**src/rtl/pipe_ctrl_pkg.sv**
```systemverilog
// ---------------------------------------------------------------------------
// pipe_ctrl_pkg
//   Shared types and constants for the pipeline stall sequencer.
//   - state_t    : sequencer state encoding (RUN / MEM_WAIT / ERR)
//   - ctrl_t     : bundle of per-stage enable / flush controls
//   - CTRL_*     : canned control patterns for each pipeline situation
//   - run_ctrl() : priority select between branch squash, load-use bubble
//                  and normal flow when no memory stall is in force
// ---------------------------------------------------------------------------
package pipe_ctrl_pkg;

    typedef enum logic [1:0] {
        RUN      = 2'b00,
        MEM_WAIT = 2'b01,
        ERR      = 2'b10
    } state_t;

    localparam int REG_ZERO        = 0;
    localparam int DEF_MEM_TIMEOUT = 64;
    localparam int DEF_CNT_W       = 16;
    localparam int DEF_REG_W       = 5;

    typedef struct packed {
        logic pc_en;
        logic if_id_en;
        logic if_id_flush;
        logic id_ex_en;
        logic id_ex_flush;
        logic ex_mem_en;
        logic mem_wb_flush;
    } ctrl_t;

    // Normal flow: everything advances, nothing squashed.
    localparam ctrl_t CTRL_RUN = '{pc_en: 1'b1, if_id_en: 1'b1, if_id_flush: 1'b0,
                                   id_ex_en: 1'b1, id_ex_flush: 1'b0,
                                   ex_mem_en: 1'b1, mem_wb_flush: 1'b0};
    // Data memory busy: freeze PC..EX/MEM, push a bubble into WB.
    localparam ctrl_t CTRL_FREEZE = '{pc_en: 1'b0, if_id_en: 1'b0, if_id_flush: 1'b0,
                                      id_ex_en: 1'b0, id_ex_flush: 1'b0,
                                      ex_mem_en: 1'b0, mem_wb_flush: 1'b1};
    // Taken branch: squash the two younger instructions in IF/ID and ID/EX.
    localparam ctrl_t CTRL_BRANCH = '{pc_en: 1'b1, if_id_en: 1'b1, if_id_flush: 1'b1,
                                      id_ex_en: 1'b1, id_ex_flush: 1'b1,
                                      ex_mem_en: 1'b1, mem_wb_flush: 1'b0};
    // Load-use: hold PC and IF/ID one cycle, bubble into EX.
    localparam ctrl_t CTRL_LOAD_USE = '{pc_en: 1'b0, if_id_en: 1'b0, if_id_flush: 1'b0,
                                        id_ex_en: 1'b1, id_ex_flush: 1'b1,
                                        ex_mem_en: 1'b1, mem_wb_flush: 1'b0};
    // Reset: nothing advances, every bubble point loads a bubble.
    localparam ctrl_t CTRL_RESET = '{pc_en: 1'b0, if_id_en: 1'b0, if_id_flush: 1'b1,
                                     id_ex_en: 1'b0, id_ex_flush: 1'b1,
                                     ex_mem_en: 1'b0, mem_wb_flush: 1'b1};
    // Fault: same freeze shape as a memory stall, held until reset.
    localparam ctrl_t CTRL_ERR = CTRL_FREEZE;

    // Branch outranks load-use: the instruction that would consume the
    // load result is being squashed anyway.
    function automatic ctrl_t run_ctrl(input logic branch, input logic hazard);
        if (branch)
            return CTRL_BRANCH;
        else if (hazard)
            return CTRL_LOAD_USE;
        else
            return CTRL_RUN;
    endfunction

endpackage

```
**src/rtl/pipe_stall_ctrl_load_use_detect.sv**
```systemverilog
// ---------------------------------------------------------------------------
// load_use_detect
//   Combinational load-use hazard compare between the instruction in ID and
//   a load sitting in EX. Register 0 is hard-wired so it never hazards.
//   Ports:
//     id_rs, id_rt    : source specifiers of the instruction in ID
//     id_ex_mem_read  : instruction in EX is a load
//     id_ex_rd        : destination specifier of the instruction in EX
//     hazard          : 1 when ID needs a value the EX load has not produced
// ---------------------------------------------------------------------------
module load_use_detect
    import pipe_ctrl_pkg::*;
#(
    parameter int REG_W = DEF_REG_W
) (
    input  logic [REG_W-1:0] id_rs,
    input  logic [REG_W-1:0] id_rt,
    input  logic             id_ex_mem_read,
    input  logic [REG_W-1:0] id_ex_rd,
    output logic             hazard
);

    logic rd_live;
    logic rd_match;

    assign rd_live  = (id_ex_rd != REG_W'(REG_ZERO));
    assign rd_match = (id_ex_rd == id_rs) || (id_ex_rd == id_rt);
    assign hazard   = id_ex_mem_read && rd_live && rd_match;

endmodule

```
**src/rtl/pipe_stall_ctrl.sv**
```systemverilog
// ---------------------------------------------------------------------------
// pipe_stall_ctrl
//   Hazard and stall sequencer for the 5-stage pipeline. Produces per-stage
//   enable / bubble controls from load-use hazards, taken branches and data
//   memory wait states. Memory waits are tracked by a small FSM with a
//   watchdog; a saturating counter records cycles in which the PC is held.
//   Controls are Mealy (state + current inputs, zero latency).
//   Ports:
//     clk, rst               : clock, asynchronous active-low reset
//     id_rs, id_rt           : sources of the instruction in ID
//     id_ex_mem_read,id_ex_rd: load flag / destination of instruction in EX
//     branch_taken           : EX resolved a taken branch/jump
//     mem_req, mem_ready     : MEM access issued / completing this cycle
//     pc_en .. mem_wb_flush  : per-stage enable and bubble controls
//     mem_err                : sticky memory-timeout fault (cleared by reset)
//     stall_cycles           : saturating count of cycles with pc_en=0
//   MEM_TIMEOUT must be at least 2.
// ---------------------------------------------------------------------------
module pipe_stall_ctrl
    import pipe_ctrl_pkg::*;
#(
    parameter int MEM_TIMEOUT = DEF_MEM_TIMEOUT,
    parameter int CNT_W       = DEF_CNT_W,
    parameter int REG_W       = DEF_REG_W
) (
    input  logic             clk,
    input  logic             rst,
    input  logic [REG_W-1:0] id_rs,
    input  logic [REG_W-1:0] id_rt,
    input  logic             id_ex_mem_read,
    input  logic [REG_W-1:0] id_ex_rd,
    input  logic             branch_taken,
    input  logic             mem_req,
    input  logic             mem_ready,
    output logic             pc_en,
    output logic             if_id_en,
    output logic             if_id_flush,
    output logic             id_ex_en,
    output logic             id_ex_flush,
    output logic             ex_mem_en,
    output logic             mem_wb_flush,
    output logic             mem_err,
    output logic [CNT_W-1:0] stall_cycles
);

    // wait_cnt reaches MEM_TIMEOUT on the cycle the FSM enters ERR.
    localparam int WAIT_W = $clog2(MEM_TIMEOUT + 1);
    localparam logic [WAIT_W-1:0] WAIT_LAST = WAIT_W'(MEM_TIMEOUT - 1);
    localparam logic [CNT_W-1:0]  CNT_MAX   = '1;

    state_t            state, state_nxt;
    logic [WAIT_W-1:0] wait_cnt, wait_nxt;
    logic              hazard;
    logic              miss;
    ctrl_t             ctrl;

    load_use_detect #(.REG_W(REG_W)) u_load_use (
        .id_rs          (id_rs),
        .id_rt          (id_rt),
        .id_ex_mem_read (id_ex_mem_read),
        .id_ex_rd       (id_ex_rd),
        .hazard         (hazard)
    );

    // A ready without a request is meaningless and falls through to normal
    // flow; a request with ready is a single-cycle hit.
    assign miss = mem_req && !mem_ready;

    always_comb begin
        ctrl      = CTRL_RUN;
        state_nxt = state;
        wait_nxt  = wait_cnt;
        unique case (state)
            RUN: begin
                if (miss) begin
                    ctrl      = CTRL_FREEZE;
                    state_nxt = MEM_WAIT;
                    wait_nxt  = WAIT_W'(1);
                end else begin
                    ctrl = run_ctrl(branch_taken, hazard);
                end
            end
            MEM_WAIT: begin
                if (!mem_ready) begin
                    ctrl     = CTRL_FREEZE;
                    wait_nxt = wait_cnt + WAIT_W'(1);
                    if (wait_cnt == WAIT_LAST)
                        state_nxt = ERR;
                end else begin
                    // Release cycle: mem_req is deliberately not looked at;
                    // a following miss is caught next cycle from RUN. The
                    // frozen EX stage may still hold a taken branch.
                    ctrl      = run_ctrl(branch_taken, hazard);
                    state_nxt = RUN;
                    wait_nxt  = '0;
                end
            end
            ERR: begin
                ctrl = CTRL_ERR;
            end
            default: begin
                // Unused encoding: hold the pipe and fall back to RUN.
                ctrl      = CTRL_FREEZE;
                state_nxt = RUN;
                wait_nxt  = '0;
            end
        endcase
        // Reset overrides everything combinationally, not just at the edge.
        if (!rst)
            ctrl = CTRL_RESET;
    end

    always_ff @(posedge clk or negedge rst) begin
        if (!rst) begin
            state    <= RUN;
            wait_cnt <= '0;
        end else begin
            state    <= state_nxt;
            wait_cnt <= wait_nxt;
        end
    end

    always_ff @(posedge clk or negedge rst) begin
        if (!rst)
            stall_cycles <= '0;
        else if (!ctrl.pc_en && (stall_cycles != CNT_MAX))
            stall_cycles <= stall_cycles + CNT_W'(1);
    end

    assign pc_en        = ctrl.pc_en;
    assign if_id_en     = ctrl.if_id_en;
    assign if_id_flush  = ctrl.if_id_flush;
    assign id_ex_en     = ctrl.id_ex_en;
    assign id_ex_flush  = ctrl.id_ex_flush;
    assign ex_mem_en    = ctrl.ex_mem_en;
    assign mem_wb_flush = ctrl.mem_wb_flush;
    assign mem_err      = (state == ERR);

endmodule

```
**config.mk**
```make
export PLATFORM = sky130hd
export DESIGN_NAME = pipe_stall_ctrl
export DESIGN_NICKNAME = d
export VERILOG_FILES = /design/src/rtl/pipe_ctrl_pkg.sv /design/src/rtl/pipe_stall_ctrl_load_use_detect.sv /design/src/rtl/pipe_stall_ctrl.sv
export SDC_FILE = /design/constraint.sdc
export NUM_CORES = 1
export LEC_CHECK = 0
export ABC_CLOCK_PERIOD_IN_PS = 1850
export BUFFER_PORTS_ARGS = -buffer_cell sky130_fd_sc_hd__clkbuf_2
export CAP_MARGIN = 30
export CORE_ASPECT_RATIO = 1.4
export CORE_MARGIN = 2
export CORE_UTILIZATION = 40
export CTS_CLUSTER_DIAMETER = 150
export CTS_CLUSTER_SIZE = 12
export DETAILED_ROUTE_END_ITERATION = 6
export PLACE_DENSITY = 0.75
export SYNTH_ARGS = -nofsm -noshare
export SYNTH_HDL_FRONTEND = slang
export SYNTH_HIERARCHICAL = 1
export SYNTH_SLANG_ARGS = --single-unit
```
**constraint.sdc**
```tcl
create_clock -name clk -period 1.85 [get_ports clk]
set_clock_uncertainty 0.15 [all_clocks]
set_input_delay 0.185 -clock clk [delete_from_list [all_inputs] [get_ports clk]]
set_output_delay 0.185 -clock clk [all_outputs]
set_load 0.03 [all_outputs]
```
==> results of run 1 <==
==> power by group <==
part	switching, W	leakage, nW	internal, W
Combinational	0.000492	0.702	0.000384
Sequential	0.000115	0.319	0.000654
Clock	0.000175	0.0228	0.000155
==> state kept, by name, indices dropped and copies added (netlist names) <==
name          count
wait_cnt          7
state             2
stall_cycles     16
==> through the flow <==
step	area (µm²)	instances	setup TNS, ns	hold slack [ns]
floorplan	1583	151	-0.7077	-0.2606
global placement	2019	259	-2.634	0.005399
detailed placement	2019	259	-3.214	-0.0002965
CTS	2130	266	-0.2144	0.1089
global route	2250	267	-0.8180	0.1636
finish	2250	267	-0.03173	0.1141
==> worst register-to-register path: stages, from the launching register on <==
cell and delay, ns:
dfrtp_2 0.39, ha_4 0.16, nand3_4 0.07, or4_4 0.48, o21ai_4 0.16, mux2_4 0.31
==> final cells by class <==
cell class	instances	area (µm²)	share of cell area (%)
inverter	4	20.02	0.8899
clock buffer	4	45.04	2.002
sequential	25	633.1	28.14
timing repair buffer	76	530.5	23.58
tap	42	52.55	2.336
multi-input combinational	116	968.4	43.05
==> cell usage after synthesis, drive strengths merged <==
master	n	area, µm²
dfrtp	25	625.6
xnor2	14	122.6
o21ai	13	68.81
nand3	11	65.06
xor2	9	78.83
nor2	8	30.03
nand2	6	22.52
nand4	6	37.54
o211ai	6	75.07
and3	5	31.28
buf	5	36.28
nor3	5	25.02
inv	4	15.01
nor2b	4	25.02
a21oi	3	15.01
mux2	3	33.78
a31oi	2	12.51
ha	2	25.02
nand2b	2	12.51
nor4	2	12.51
nor4b	2	38.78
o31ai	2	15.01
or4	2	18.77
a21bo	1	10.01
a21o	1	7.510
a22o	1	8.760
and2	1	6.260
clkbuf	1	3.750
mux2i	1	10.01
o21bai	1	7.510
o22a	1	8.760
o31a	1	8.760
or3b	1	8.760
==> metal layers <==
| layer | global-route usage (%) | vias to the layer above | wire, µm |
|---|---|---|---|
| met4 | 6.429 | 0 | 82 |
| met2 | 30.00 | 47 | 1985 |
| met5 | 0 | - | 0 |
| met1 | 19.79 | 659 | 1495 |
| met3 | 2.192 | 5 | 176 |
| li1 | - | 695 | - |
==> worst max-delay path by stage <==
stage / endpoint / cells after the start / startpoint
final: if_id_en / 9 / id_ex_rd[2]
after global routing: if_id_en / 9 / id_ex_rd[2]
after CTS: if_id_en / 9 / id_ex_rd[1]
after detailed placement: stall_cycles[14] / 10 / id_ex_rd[3]
after global placement: stall_cycles[14] / 10 / id_ex_rd[3]
after floorplan: stall_cycles[1] / 5 / stall_cycles[0]
==> logic make-up after synthesis <==
| group | after synthesis | share of synthesized area, % |
|---|---|---|
| XOR/XNOR | 23 | 13.23 |
| AO/OA/AOI/OAI | 32 | 15.61 |
| flip-flops | 25 | 41.08 |
| buffers and inverters | 10 | 3.615 |
| AND/OR/NAND/NOR | 55 | 21.94 |
| adder cells (fa/ha/maj) | 2 | 1.643 |
| multiplexers | 4 | 2.876 |
==> repair_timing <==
item	CTS	global route
setup endpoints to repair	5	22
pin swaps	3	10
gates resized for setup	10	28
hold buffers	1	0
hold endpoints to repair	25	0
buffers inserted	2	1
gates cloned	0	0
==> qor.yml, run 1 <==
status: "complete, but fails checks"
violations: "negative setup slack"
cp_data_required_time_ns: 1.51
worst_slew_pin_slew_ns: 0.3979
crit_top_cell: "buf_8"
synthToLayoutAreaGrowth_pct: 47.74
dr.pass1.iters: 4
gp_congestion: 0.7728
drive_gt1_share_pct: 50.67
dieArea_mm2: 0.004323
hold_end: "state[0]"
hold_path.class: "in2reg"
grt_max_degree: 20
finalCriticalPeriod_ns: 1.870
worstRegToRegCells: 5
grt_antenna_before_repair: 0
irDropWorstVdd_v: 0.0007477
powerDensity_mw_per_mm2: 877.5
finish.utilization_pct: 61.74
cts_tree: "built"
drtIter0Drc: 44
yosys_warnings: 6
start_kind: "input port"
report.final.slew_viol_count: 0
portBuffers: 44
die_height_um: 77.01
grt_pass1_vias: 1308
rr_startpoint: "stall_cycles[0]"
clockBufferDepth: 2
htreeDepth: 1
holdPathStages: 4
pre_cts_ws_ns: -0.3471
via_per_inst: 5.266
postRouteAntennaNets: 0
clk_pin_slew_ns: 0.08
vias: 1406
core_mm2: 0.003643
synth.distinct_cells: 41
path_delay_family: "simple AND/OR/NAND/NOR gates"
cp_cell_sequence: "buf_8 > or4_4 > o21ai_2 > a21oi_2 > nand2b_1 > nand3_2 > clkinv_4 > buf_6 > buf_8"
hold_viol: 0
power_w: 0.001974
drt-wirelength-per-cell_um: 14.00
p_leak_nw: 1.044
io_pins: 45
wl_um: 3739
grt_setup_unrepaired: "yes"
fin_ws_ns: -0.01967
cp_slowest_cell: "or4_4"
final_cell_mix: "clkbuf_2 (38), buf_4 (26), dfrtp_1 (19), xnor2_1 (14), o21ai_0 (11)"
syn-cell-area_mm2: 0.001523
start_util_pct: 41.79
fp-row-count: 26
regToRegSetupSlack_ns: 0.01
slew_headroom_pct: 73.19
synth-seq-cells: 25
ys_seq_area_share_pct: 41.08
max_cap_viol_count: 0
finalCritPeriodShare_pct: 101.1
clk_latency_ns: 0.28
critPathKind: "in2out"
worstPathArrival_ns: 1.53
nets: 249
fill_cells: 300
timing.rr.end: "stall_cycles[1]"
antenna_cells: 0
grt_first_pass_wirelength_um: 5782
cts_num_sinks: 25
max_stage_delay_ns: 0.52
drc: 0
syn_nets: 174
dpl.hpwl_um: 2786
cts_made_buffers: 3
synthCells: 151
worstPathMaxFanout: 4
cp.buffers_inverters: 4
grtUsageTotal_pct: 16.70
critPathCaptureType: "output pin"
fmax_mhz: 534.9
die_w_um: 56.15
final_common_cell: "clkbuf_2"
root_buffer: "clkbuf_8"
synth.avg_cell_area_um2: 10.08
gr-total-overflow: 0
finalSetupViolations: 2
min_from: "mem_ready"
Power figures use the tool's default switching activity.
==> inputs of run 2 (changes only) <==
Settings changed: SKIP_LAST_GASP set to 1.
==> run 2 against run 1 <==
Effect of this change: the flow still finishes with violations (negative setup slack); flip-flop and latch count stayed put; maximum frequency hardly changed; die area stayed put; first-iteration DRC count is 43% lower; global-route usage hardly changed; utilization is 0.41 points lower; register-to-register slack hardly changed; combinational power hardly changed.
==> qor.yml, run 2 (same netlist as run 1, synthesis figures left out) <==
status: "complete, but fails checks"
violations: "negative setup slack"
hold_viol: 0
cts_tree: "built"
grtUsageTotal_pct: 16.67
die_height_um: 77.01
vias: 1411
cp_data_required_time_ns: 1.51
fp-row-count: 26
via_per_inst: 5.305
p_leak_nw: 1.042
finalSetupTns_ns: -0.03522
dieArea_mm2: 0.004323
clockBufferDepth: 2
cp.buffers_inverters: 4
core_mm2: 0.003643
seqCellArea_um2: 633.1
clk_pin_slew_ns: 0.08
portBuffers: 44
max_stage_delay_ns: 0.53
drtIter0Drc: 25
clk_latency_ns: 0.28
grt_pass1_vias: 1312
slew_headroom_pct: 76.79
antenna_cells: 0
die_w_um: 56.15
worstPathArrival_ns: 1.54
grt_antenna_before_repair: 0
worst_slew_pin_slew_ns: 0.3445
fin_ws_ns: -0.02148
wl_um: 3706
finalCriticalPeriod_ns: 1.871
final_common_cell: "clkbuf_2"
fill_cells: 305
cp.depth: 9
hold_path.class: "in2reg"
top_register: "stall_cycles"
start_util_pct: 41.79
start_kind: "input port"
critPathCaptureType: "output pin"
crit_top_cell: "buf_8"
finalCritPeriodShare_pct: 101.2
root_buffer: "clkbuf_8"
powerDensity_mw_per_mm2: 880.7
nets: 248
irDropWorstVdd_v: 0.0007419
gr-total-overflow: 0
grt_max_degree: 20
drive_gt1_share_pct: 50.00
dpl.hpwl_um: 2786
max_cap_viol_count: 0
cp_slowest_cell: "or4_4"
multi_input_area_um2: 957.2
report.final.slew_viol_count: 0
top_regs: "stall_cycles x16, wait_cnt x7, state x2"
grt_setup_unrepaired: "yes"
worstRegToRegCells: 5
gp_congestion: 0.7728
final_cell_mix: "clkbuf_2 (38), buf_4 (24), dfrtp_1 (19), xnor2_1 (14), o21ai_0 (11)"
path_delay_family: "simple AND/OR/NAND/NOR gates"
critPathKind: "in2out"
postRouteAntennaNets: 0
dr.pass1.iters: 4
fmax_mhz: 534.3
cts_num_sinks: 25
worstPathMaxFanout: 4
drt-wirelength-per-cell_um: 13.93
largest_reg_flops: 16
synthToLayoutAreaGrowth_pct: 46.75
drc: 0
grt_first_pass_wirelength_um: 5789
htreeDepth: 1
finalSetupViolations: 2
cp_cell_sequence: "buf_8 > or4_4 > o21ai_2 > a21oi_2 > nand2b_1 > nand3_2 > clkinv_4 > buf_6 > buf_8"
power_w: 0.001968
io_pins: 45
cts_made_buffers: 3
holdPathStages: 4
run 2: repair_timing:
item,4_1_cts,5_1_grt
cloned,0,0
gates resized for setup,8,27
hold endpoints to repair,25,0
setup buffers,2,0
setup endpoints to repair,5,22
hold buffers,1,0
pin swaps,2,12
run 2: worst reg2reg max path: stages, from the launching register on:
cell and delay (ns):
dfrtp_2 0.39, ha_4 0.16, nand3_4 0.07, or4_4 0.48, o21ai_4 0.17, mux2_4 0.31
run 2: path summary, 6_finish.rpt:
kind	slack, ns	endpoint	startpoint
setup / recovery	-0.02	if_id_en	id_ex_rd[2]
min in group asynchronous	0.32	stall_cycles[2]	rst
hold reg to reg	0.33	stall_cycles[6]	stall_cycles[6]
setup reg to reg	0	stall_cycles[1]	stall_cycles[0]
max in group asynchronous	0.65	stall_cycles[6]	rst
hold / removal	0.11	state[0]	mem_ready
run 2: stage by stage:
stage	area [µm²]	cells	hold slack, ns	utilization (%)	setup WS, ns
6_report	2235	266	0.1113	61.33	-0.02148
5_1_grt	2235	266	0.1607	61.33	-0.1066
4_1_cts	2121	266	0.1089	58.21	-0.05728
3_5_place_dp	2019	259	-0.0002965	55.43	-0.3471
3_3_place_gp	2019	259	0.005399	55.43	-0.2426
2_1_floorplan	1583	151	-0.2606	-	-0.1520
run 2: routing by layer:
layer | global-route usage (%) | vias to the layer above | share of wire (%)
met1 | 19.57 | 670 | 41
met2 | 30.12 | 43 | 52
met4 | 6.429 | 0 | 2.2
met5 | 0 | - | 0
li1 | - | 693 | -
met3 | 2.192 | 5 | 4.3
run 2: layout make-up:
type | instances | area share [%]
sequential | 25 | 28.33
clock buffer | 4 | 2.016
multi-input combinational | 116 | 42.83
inverter | 4 | 0.8959
tap | 42 | 2.352
timing repair buffer | 75 | 23.57
run 2: power breakdown:
part	switching, W	internal, W	total [W]
Sequential	0.000112	0.000654	0.000766
Combinational	0.000489	0.000383	0.000873
Clock	0.000175	0.000155	0.000329
==> inputs of run 3 (changes only) <==
--- a/config.mk
+++ b/config.mk
@@ -16,2 +16,3 @@
 export DETAILED_ROUTE_END_ITERATION = 6
+export HOLD_SLACK_MARGIN = 0.1
 export PLACE_DENSITY = 0.75
==> constraint.sdc (replaced) <==
create_clock -name clk -period 1.85 [get_ports clk]
set_clock_uncertainty 0.15 [all_clocks]
set_input_delay 0 -clock clk [delete_from_list [all_inputs] [get_ports clk]]
set_output_delay 0 -clock clk [all_outputs]
set_load 0.03 [all_outputs]
==> run 3 against run 2 <==
Effect of this change: cell count is 1.1% lower; non-clock buffer count decreased by 3; clock power up 1%; the run now ends clean; critical endpoint is now stall_cycles[1]; sequential share of layout area up 2.2 points; critical path depth is 4 lower; largest power group unchanged; routed wire length down 5.0%; count of clock-buffer cells in the layout down 1.
==> qor.yml, run 3 (same netlist as run 1, synthesis figures left out) <==
grt_pass1_vias: 1445
wl_met1_um: 1420
root_buffer: "clkbuf_8"
critPathCaptureType: "flip-flop"
start_util_pct: 41.79
io_pins: 45
grt_max_degree: 28
max_cap_viol_count: 0
final_cell_mix: "clkbuf_2 (44), buf_4 (23), dfrtp_1 (19), xnor2_1 (14), o21ai_0 (11)"
cts_tree: "built"
gp_congestion: 0.8349
status: "finished clean"
fmax_mhz: 550.5
highest_layer: "met4"
via_per_inst: 5.357
critPathKind: "reg2reg"
finalCritPeriodShare_pct: 98.20
postRouteAntennaNets: 0
p_leak_nw: 0.9731
dpl.hpwl_um: 2774
gr-total-overflow: 0
grt_antenna_before_repair: 0
powerDensity_mw_per_mm2: 910.4
report.final.slew_viol_count: 0
stdcell_count: 263
cts_made_buffers: 3
cp_data_required_time_ns: 1.87
post_cts_buffers: 0
worstPathMaxFanout: 2
clk_latency_ns: 0.28
dieArea_mm2: 0.004323
synthToLayoutAreaGrowth_pct: 36.07
portBuffers: 44
drc: 0
worstPathArrival_ns: 1.83
clk_pin_slew_ns: 0.09
finalCriticalPeriod_ns: 1.817
finalSetupViolations: 0
grt_setup_unrepaired: "yes"
core_mm2: 0.003643
vias: 1409
place_inst: 255
grtUsageTotal_pct: 17.47
hold_viol: 0
cts_num_sinks: 25
largest_reg_flops: 16
start_kind: "flip-flop"
nets: 245
htreeDepth: 1
wl_met2_um: 1863
wl_um: 3520
drtIter0Drc: 40
die_w_um: 56.15
irDropWorstVdd_v: 0.0008077
wl_met3_um: 159
fp-row-count: 26
worst_slew_pin_slew_ns: 0.3362
clockBufferDepth: 2
final_common_cell: "clkbuf_2"
dr.pass1.iters: 4
drt-wirelength-per-cell_um: 13.38
hold_path.class: "in2async"
top_register: "stall_cycles"
grt_first_pass_wirelength_um: 6085
antenna_cells: 0
top_regs: "stall_cycles x16, wait_cnt x7, state x2"
drive_gt1_share_pct: 43.89
slew_headroom_pct: 77.59
die_height_um: 77.01
power_w: 0.001886
run 3: per-layer routing:
metal,vias up,track usage (%)
met5,-,0
met4,0,6.905
met3,7,2.192
met2,44,32.12
met1,674,20.02
li1,684,-
run 3: final timing paths:
| check | endpoint | from | depth (start not counted) | slack [ns] |
|---|---|---|---|---|
| worst min-delay path | stall_cycles[2] | rst | 3 | 0.15 |
| worst max register to register | stall_cycles[1] | stall_cycles[0] | 5 | 0.03 |
| worst max-delay path | stall_cycles[1] | stall_cycles[0] | 5 | 0.03 |
| min in group clk | stall_cycles[12] | branch_taken | 6 | 0.22 |
| max in group asynchronous | stall_cycles[0] | rst | 3 | 1.13 |
| worst min register to register | stall_cycles[6] | stall_cycles[6] | 1 | 0.34 |
run 3: final cells by class:
cell class,instances,area [µm²]
Tap cell,42,52.55
Clock buffer,3,41.29
Sequential cell,25,633.1
Fill cell,339,1572
Inverter,4,15.01
Clock inverter,1,5.005
Multi-Input combinational cell,116,880.8
Timing Repair Buffer,72,444.2
run 3: critical path: stages (launching register included):
cell and delay, ns:
dfrtp_2 0.39, ha_4 0.16, nand3_4 0.08, or4_4 0.46, o21ai_4 0.14, mux2_1 0.32
run 3: power by group:
part / internal [W] / switching [W] / total [W]
Combinational: 0.000325 / 0.000454 / 0.000778
Clock: 0.000151 / 0.000182 / 0.000333
Sequential: 0.000654 / 0.000121 / 0.000775
run 3: stage by stage:
stage / area, µm² / TNS, ns / worst slack [ns] / hold slack [ns] / utilization [%]
global route: 2072 / -0.04804 / -0.01847 / 0.1992 / 56.87
finish: 2072 / 0 / 0.03339 / 0.1526 / 56.87
floorplan: 1569 / -0.6695 / -0.1520 / -0.4456 / -
CTS: 2062 / 0 / 0.002243 / 0.1608 / 56.59
global placement: 1976 / -0.01563 / -0.01563 / -0.07797 / 54.22
detailed placement: 1976 / -0.1589 / -0.1002 / -0.07523 / 54.22
run 3: what timing repair did:
action / CTS / global route
hold buffers: 4 / 0
resized for setup: 0 / 3
hold endpoints to repair: 32 / 0
endpoints found under the setup margin: 0 / 13
